**src/rtl/playfield_writer.sv**
```systemverilog
// CPU write port into the 16x64 playfield tile RAM.
// Single writes queue in a small FIFO; a fill engine issues bulk writes.
module playfield_writer #(
  parameter int FIFO_DEPTH = 4,
  parameter int CPU_WIDTH  = 12
) (
  input  logic                 i_Clk,
  input  logic                 reset,
  input  logic [CPU_WIDTH-1:0] cpu_addr,
  input  logic                 cpu_write,
  input  logic [CPU_WIDTH-1:0] cpu_wr_data,
  output logic [CPU_WIDTH-1:0] cpu_rd_data,
  input  logic                 vblank,
  output logic                 pf_write,
  output logic [9:0]           pf_write_addr,
  output logic [7:0]           pf_wr_data,
  output logic                 busy
);

  localparam int AW = $clog2(FIFO_DEPTH);
  localparam int CW = AW + 1;

  typedef enum logic {
    S_IDLE,
    S_FILL
  } state_t;

  logic [9:0]    addr_q;
  logic [7:0]    fill_value;
  logic          stride64;
  logic          vblank_only;
  logic          ovf;
  logic [17:0]   mem [FIFO_DEPTH];
  logic [AW-1:0] wr_ptr;
  logic [AW-1:0] rd_ptr;
  logic [CW-1:0] count;
  state_t        state;
  logic [9:0]    fill_addr;
  logic [10:0]   fill_cnt;

  logic          sel;
  logic [3:0]    reg_idx;
  logic          wr_ptr_reg;
  logic          wr_data_reg;
  logic          wr_fill_reg;
  logic          wr_fval_reg;
  logic          wr_ctrl_reg;
  logic [9:0]    step;
  logic          gate;
  logic          fifo_empty;
  logic          fifo_full;
  logic          pop;
  logic          push_ok;
  logic          bypass;
  logic          enq;
  logic [10:0]   fill_n;
  logic          fill_req;
  logic          fill_start;
  logic          start_issue;
  logic          fill_issue;
  logic          fill_done;
  logic          fill_active_nx;
  logic          issue;
  logic [CW-1:0] count_nx;
  logic [17:0]   head;
  logic [11:0]   status;
  logic          unused_bits;

  assign sel     = cpu_addr[11:10] == 2'h2;
  assign reg_idx = cpu_addr[3:0];

  assign wr_ptr_reg  = cpu_write && sel && reg_idx == 4'd0;
  assign wr_data_reg = cpu_write && sel && reg_idx == 4'd1;
  assign wr_fill_reg = cpu_write && sel && reg_idx == 4'd2;
  assign wr_fval_reg = cpu_write && sel && reg_idx == 4'd3;
  assign wr_ctrl_reg = cpu_write && sel && reg_idx == 4'd4;

  assign unused_bits = ^{cpu_addr[9:4], cpu_wr_data[CPU_WIDTH-1:11]};

  assign step       = stride64 ? 10'd64 : 10'd1;
  assign gate       = !vblank_only || vblank;
  assign fifo_empty = count == '0;
  assign fifo_full  = count == CW'(FIFO_DEPTH);
  assign head       = mem[rd_ptr];

  // An accepted write into an empty FIFO with the gate open skips the queue.
  assign pop     = gate && !fifo_empty;
  assign push_ok = wr_data_reg && (!fifo_full || pop);
  assign bypass  = push_ok && fifo_empty && gate;
  assign enq     = push_ok && !bypass;

  assign fill_n = (cpu_wr_data[10:0] > 11'd1024) ? 11'd1024
                                                 : cpu_wr_data[10:0];

  assign fill_req    = wr_fill_reg && fill_n != 11'd0;
  assign fill_start  = fill_req && state == S_IDLE;
  assign start_issue = fill_start && gate && fifo_empty;
  assign fill_issue  = state == S_FILL && gate && fifo_empty && !bypass;
  assign fill_done   = fill_issue && fill_cnt == 11'd1;

  assign fill_active_nx =
    (state == S_FILL && !fill_done) ||
    (fill_start && !(start_issue && fill_n == 11'd1));

  assign issue    = pop || bypass || fill_issue || start_issue;
  assign count_nx = count + CW'(enq) - CW'(pop);

  assign status = {4'b0, 2'b0, vblank_only, stride64,
                   1'b0, ovf, fifo_full, busy};

  always_comb begin
    cpu_rd_data = '0;
    if (sel) begin
      case (reg_idx)
        4'd0:    cpu_rd_data = CPU_WIDTH'(addr_q);
        4'd3:    cpu_rd_data = CPU_WIDTH'(fill_value);
        4'd4:    cpu_rd_data = CPU_WIDTH'(status);
        default: cpu_rd_data = '0;
      endcase
    end
  end

  always_ff @(posedge i_Clk) begin
    if (enq) begin
      mem[wr_ptr] <= {addr_q, cpu_wr_data[7:0]};
    end
  end

  always_ff @(posedge i_Clk) begin
    if (reset) begin
      pf_write      <= 1'b0;
      pf_write_addr <= '0;
      pf_wr_data    <= '0;
      busy          <= 1'b0;
      addr_q        <= '0;
      fill_value    <= '0;
      stride64      <= 1'b0;
      vblank_only   <= 1'b0;
      ovf           <= 1'b0;
      wr_ptr        <= '0;
      rd_ptr        <= '0;
      count         <= '0;
      state         <= S_IDLE;
      fill_addr     <= '0;
      fill_cnt      <= '0;
    end else begin
      pf_write <= issue;
      if (pop) begin
        pf_write_addr <= head[17:8];
        pf_wr_data    <= head[7:0];
      end else if (bypass) begin
        pf_write_addr <= addr_q;
        pf_wr_data    <= cpu_wr_data[7:0];
      end else if (fill_issue) begin
        pf_write_addr <= fill_addr;
        pf_wr_data    <= fill_value;
      end else if (start_issue) begin
        pf_write_addr <= addr_q;
        pf_wr_data    <= fill_value;
      end

      if (enq) wr_ptr <= wr_ptr + AW'(1);
      if (pop) rd_ptr <= rd_ptr + AW'(1);
      count <= count_nx;
      busy  <= (count_nx != '0) || fill_active_nx || issue;

      if (wr_ptr_reg) begin
        addr_q <= cpu_wr_data[9:0];
      end else if (push_ok) begin
        addr_q <= addr_q + step;
      end

      if (wr_fval_reg) fill_value <= cpu_wr_data[7:0];

      if (wr_ctrl_reg) begin
        stride64    <= cpu_wr_data[0];
        vblank_only <= cpu_wr_data[1];
        if (cpu_wr_data[7]) ovf <= 1'b0;
      end
      if ((wr_data_reg && !push_ok) ||
          (fill_req && state == S_FILL)) begin
        ovf <= 1'b1;
      end

      case (state)
        S_IDLE: begin
          if (start_issue) begin
            fill_addr <= addr_q + step;
            fill_cnt  <= fill_n - 11'd1;
            state     <= (fill_n == 11'd1) ? S_IDLE : S_FILL;
          end else if (fill_start) begin
            fill_addr <= addr_q;
            fill_cnt  <= fill_n;
            state     <= S_FILL;
          end
        end
        S_FILL: begin
          if (fill_issue) begin
            fill_addr <= fill_addr + step;
            fill_cnt  <= fill_cnt - 11'd1;
            if (fill_done) state <= S_IDLE;
          end
        end
        default: state <= S_IDLE;
      endcase
    end
  end

endmodule

```
**config.mk**
```make
export PLATFORM = sky130hd
export DESIGN_NAME = playfield_writer
export DESIGN_NICKNAME = d
export VERILOG_FILES = /design/src/rtl/playfield_writer.sv
export SDC_FILE = /design/constraint.sdc
export NUM_CORES = 1
export LEC_CHECK = 0
export BUFFER_PORTS_ARGS = -buffer_cell sky130_fd_sc_hd__buf_2
export CAP_MARGIN = 0
export CORE_ASPECT_RATIO = 1.1
export CORE_MARGIN = 5
export CORE_UTILIZATION = 60
export CTS_CLUSTER_SIZE = 10
export DETAILED_ROUTE_END_ITERATION = 16
export PLACE_DENSITY = 0.85
export SLEW_MARGIN = 20
export SYNTH_ARGS = -nofsm -noshare
export SYNTH_HDL_FRONTEND = slang
export SYNTH_SLANG_ARGS = --single-unit
```
**constraint.sdc**
```tcl
create_clock -name i_Clk -period 4.38 [get_ports i_Clk]
set_clock_uncertainty 0.05 [all_clocks]
set_input_delay 0.657 -clock i_Clk [delete_from_list [all_inputs] [get_ports i_Clk]]
set_output_delay 0.657 -clock i_Clk [all_outputs]
set_load 0.01 [all_outputs]
```
==> flow_metrics.tcl <==
set metrics [dict create \
    crit_arrival_ns 3.49 \
    worstMarginPinSlew_ns 1.10 \
    startpoint_type "input port" \
    io_pins 60 \
    syn_to_final_growth_pct 12.9 \
    crit_family "simple AND/OR/NAND/NOR gates" \
    drc 0 \
    max_stage_delay_ns 0.60 \
    gp_routability_congestion 1.01 \
    wirelength_microns 19800 \
    ys_seq_elements 144 \
    drt_iter0_markers 791 \
    grt_usage_pct 28.2 \
    viasPerCell 6.82 \
    rsz0062_at_grt "no" \
    syn_inst 679 \
    yosysWarnings 0 \
    synthFlopType "edfxtp_1" \
    die_height_microns 126 \
    reg_top3 "mem x72, fill_cnt x11" \
    period_share_pct 74.2 \
    rows 42 \
    drt_pass1_iterations 6 \
    finalCriticalPeriod_ns 3.25 \
    avgSynthCellArea_sq_um 10.8 \
    dpl_cell_area_sq_um 7680 \
    max_freq_ghz 0.308 \
    slew_headroom_pct 26.5 \
    yosysSeqAreaShare_pct 49.1 \
    tritoncts "done" \
    clk_path_buf_depth 2 \
    nets 766 \
    cap_violations 0 \
    ir_drop_mv 0.369 \
    critPathKind "input port to register" \
    cp_cell_sequence "buf_2 > or4b_4 > a211o_1 > nor2_1 > inv_1 > ha_1 > inv_1 > ha_1 > fa_1 > xnor2_1 > xnor2_1 > nor3_1 > a31oi_1" \
    num_vias 6058 \
    setup_violations 0 \
    io_buffers 50 \
    insertion_delay_ns 0.42 \
    synth_edf_count 72 \
    path_clk_slew_ns 0.06 \
    grt_first_pass_wirelength_microns 31700 \
    grt_pass1_vias 6057 \
    drive_gt1_share_pct 18.5 \
    setup_slack_ns 1.13 \
    slew_violations 0 \
    antenna_found_initial 0 \
    htreeDepth 4 \
    fill_cells 829 \
    diodes 0 \
    cp_max_fo 16 \
    pre_cts_slack_ns 0.707 \
    ys_top_cells_by_area "edfxtp_1, dfxtp_1, mux4_2" \
    ant_nets 0 \
    largest_reg_flops 72 \
    hpwl_microns 13200 \
    root_buffer "clkbuf_16" \
    hold_path_class "register to register" \
    end_kind "register" \
    cts_hold_buf 0 \
    grt_max_degree 39 \
    cts_setup_buffers 0 \
    top_register "mem" \
    crit_slowest_cell "or4b_4" \
    hold_viol 0 \
    required_ns 4.62 \
    synthDistinctLibCells 78 \
    fin_setup_tns_ns 0 \
    numCtsBuffers 17 \
    synthArstFlopShare_pct 0 \
    synth_area_sq_um 7340 \
    power.density_nw_per_um2 464 \
    synth.largest_area_cell "edfxtp_1" \
    detail_route.wl_per_cell_microns 22.3 \
    status "finished, final reports clean" \
    dieArea_sq_um 14500 \
    cellLeakagePower_nw 3.06 \
    cp_num_buf_inv 3 \
    core_sq_um 12000 \
    rrSetupSlack_ns 1.45 \
    final_util_pct 68.8 \
    ctsResizeCount 0 \
    clock_sinks 144 \
    synth_top_area_share_pct 29.5 \
    initial_core_util_pct 61.0 \
    final_area_sq_um 8280 \
    die_w_microns 115 \
    grt_overflow 0 \
]
-- power breakdown --
group / leakage, nW / internal, mW / switching (mW)
sequential: 1.32 / 1.49 / 0.0817
clock: 0.286 / 0.911 / 0.559
combinational: 1.46 / 0.326 / 0.479
-- stage by stage --
stage	instances	hold WS, ns	power [mW]
CTS	888	0.426	3.86
detailed placement	856	0.413	2.39
global route	888	0.440	4.01
floorplan	680	0.408	2.17
finish	888	0.419	3.85
global placement	856	0.402	2.36
-- layout by cell type (no fill, tap or decap), drive strengths merged, types with 8 or more instances in the layout --
cell type / Yosys / routed
clkbuf: 25 / 19
buf: 19 / 66
nand3: 26 / 26
a31oi: 13 / 13
a21oi: 25 / 25
a22o: 18 / 18
edfxtp: 72 / 72
inv: 22 / 24
dfxtp: 72 / 72
mux4: 18 / 18
nor3: 16 / 16
mux2i: 30 / 30
nor4: 10 / 10
nand4: 8 / 8
and3: 14 / 14
nand2: 57 / 57
o21ai: 47 / 47
ha: 16 / 16
nor2: 54 / 54
a22oi: 12 / 12
-- metal layers --
metal	global-route usage, %	part of all wire, %	wire, microns
met5	0	0	0
met4	16.1	6.1	1200
met1	36.3	38	7430
met2	44.0	47	9240
met3	5.71	9.6	1900
-- path summary, 6_finish.rpt --
path         cells past startpoint                    endpoint                       start
max                             13             busy$_SDFF_PP0_                 cpu_addr[2]
min                              1  pf_wr_data[6]$_SDFFE_PP0P_  pf_wr_data[6]$_SDFFE_PP0P_
min reg2reg                      1  pf_wr_data[6]$_SDFFE_PP0P_  pf_wr_data[6]$_SDFFE_PP0P_
max reg2reg                     12             busy$_SDFF_PP0_    vblank_only$_SDFFE_PP0P_
-- Yosys cell counts (all sizes together) (4+ instances only) --
cell and count:
and3 14, mux4 18, nand2 57, a32oi 5, o2111ai 5, a31oi 13
o21ai 47, a21oi 25, xor2 4, dfxtp 72, nand3 26, clkbuf 25
buf 19, nand4 8, nor3 16, a211oi 7, nor4 10, edfxtp 72
inv 22, o22ai 5, and2 4, a22oi 12, or3 4, ha 16
xnor2 7, a311oi 4, a22o 18, nor2 54, mux2i 30
-- area by class of cell --
class / instances / area, sq um / area share, %
Timing Repair Buffer: 66 / 370 / 4.47
Multi-Input combinational cell: 469 / 3430 / 41.4
Sequential cell: 144 / 3600 / 43.5
Inverter: 23 / 86.3 / 1.04
Clock buffer: 19 / 443 / 5.35
Tap cell: 154 / 193 / 2.33
Clock inverter: 13 / 161 / 1.95
-- worst register-to-register path, cell delays in order (launching register included) --
cell	delay, ns
dfxtp_1	0.35
and2b_1	0.29
a211o_1	0.35
nor2_1	0.23
inv_1	0.10
ha_1	0.28
inv_1	0.04
ha_1	0.18
fa_1	0.39
xnor2_1	0.15
xnor2_1	0.13
nor3_1	0.14
a31oi_1	0.10
-- cells by family (layout without fill, tap and decap cells) --
| logic type | Yosys count | in the layout | synth area share (%) |
|---|---|---|---|
| flip-flops | 144 | 144 | 49.1 |
| buffers and inverters | 67 | 121 | 4.25 |
| AO/OA/AOI/OAI | 175 | 175 | 17.0 |
| AND/OR/NAND/NOR | 214 | 214 | 15.3 |
| XOR/XNOR | 11 | 11 | 1.31 |
| other | 1 | 2 | 0.0511 |
| adder cells (fa/ha/maj) | 17 | 17 | 3.00 |
| multiplexers | 50 | 50 | 9.93 |
Power figures use the tool's default switching activity.
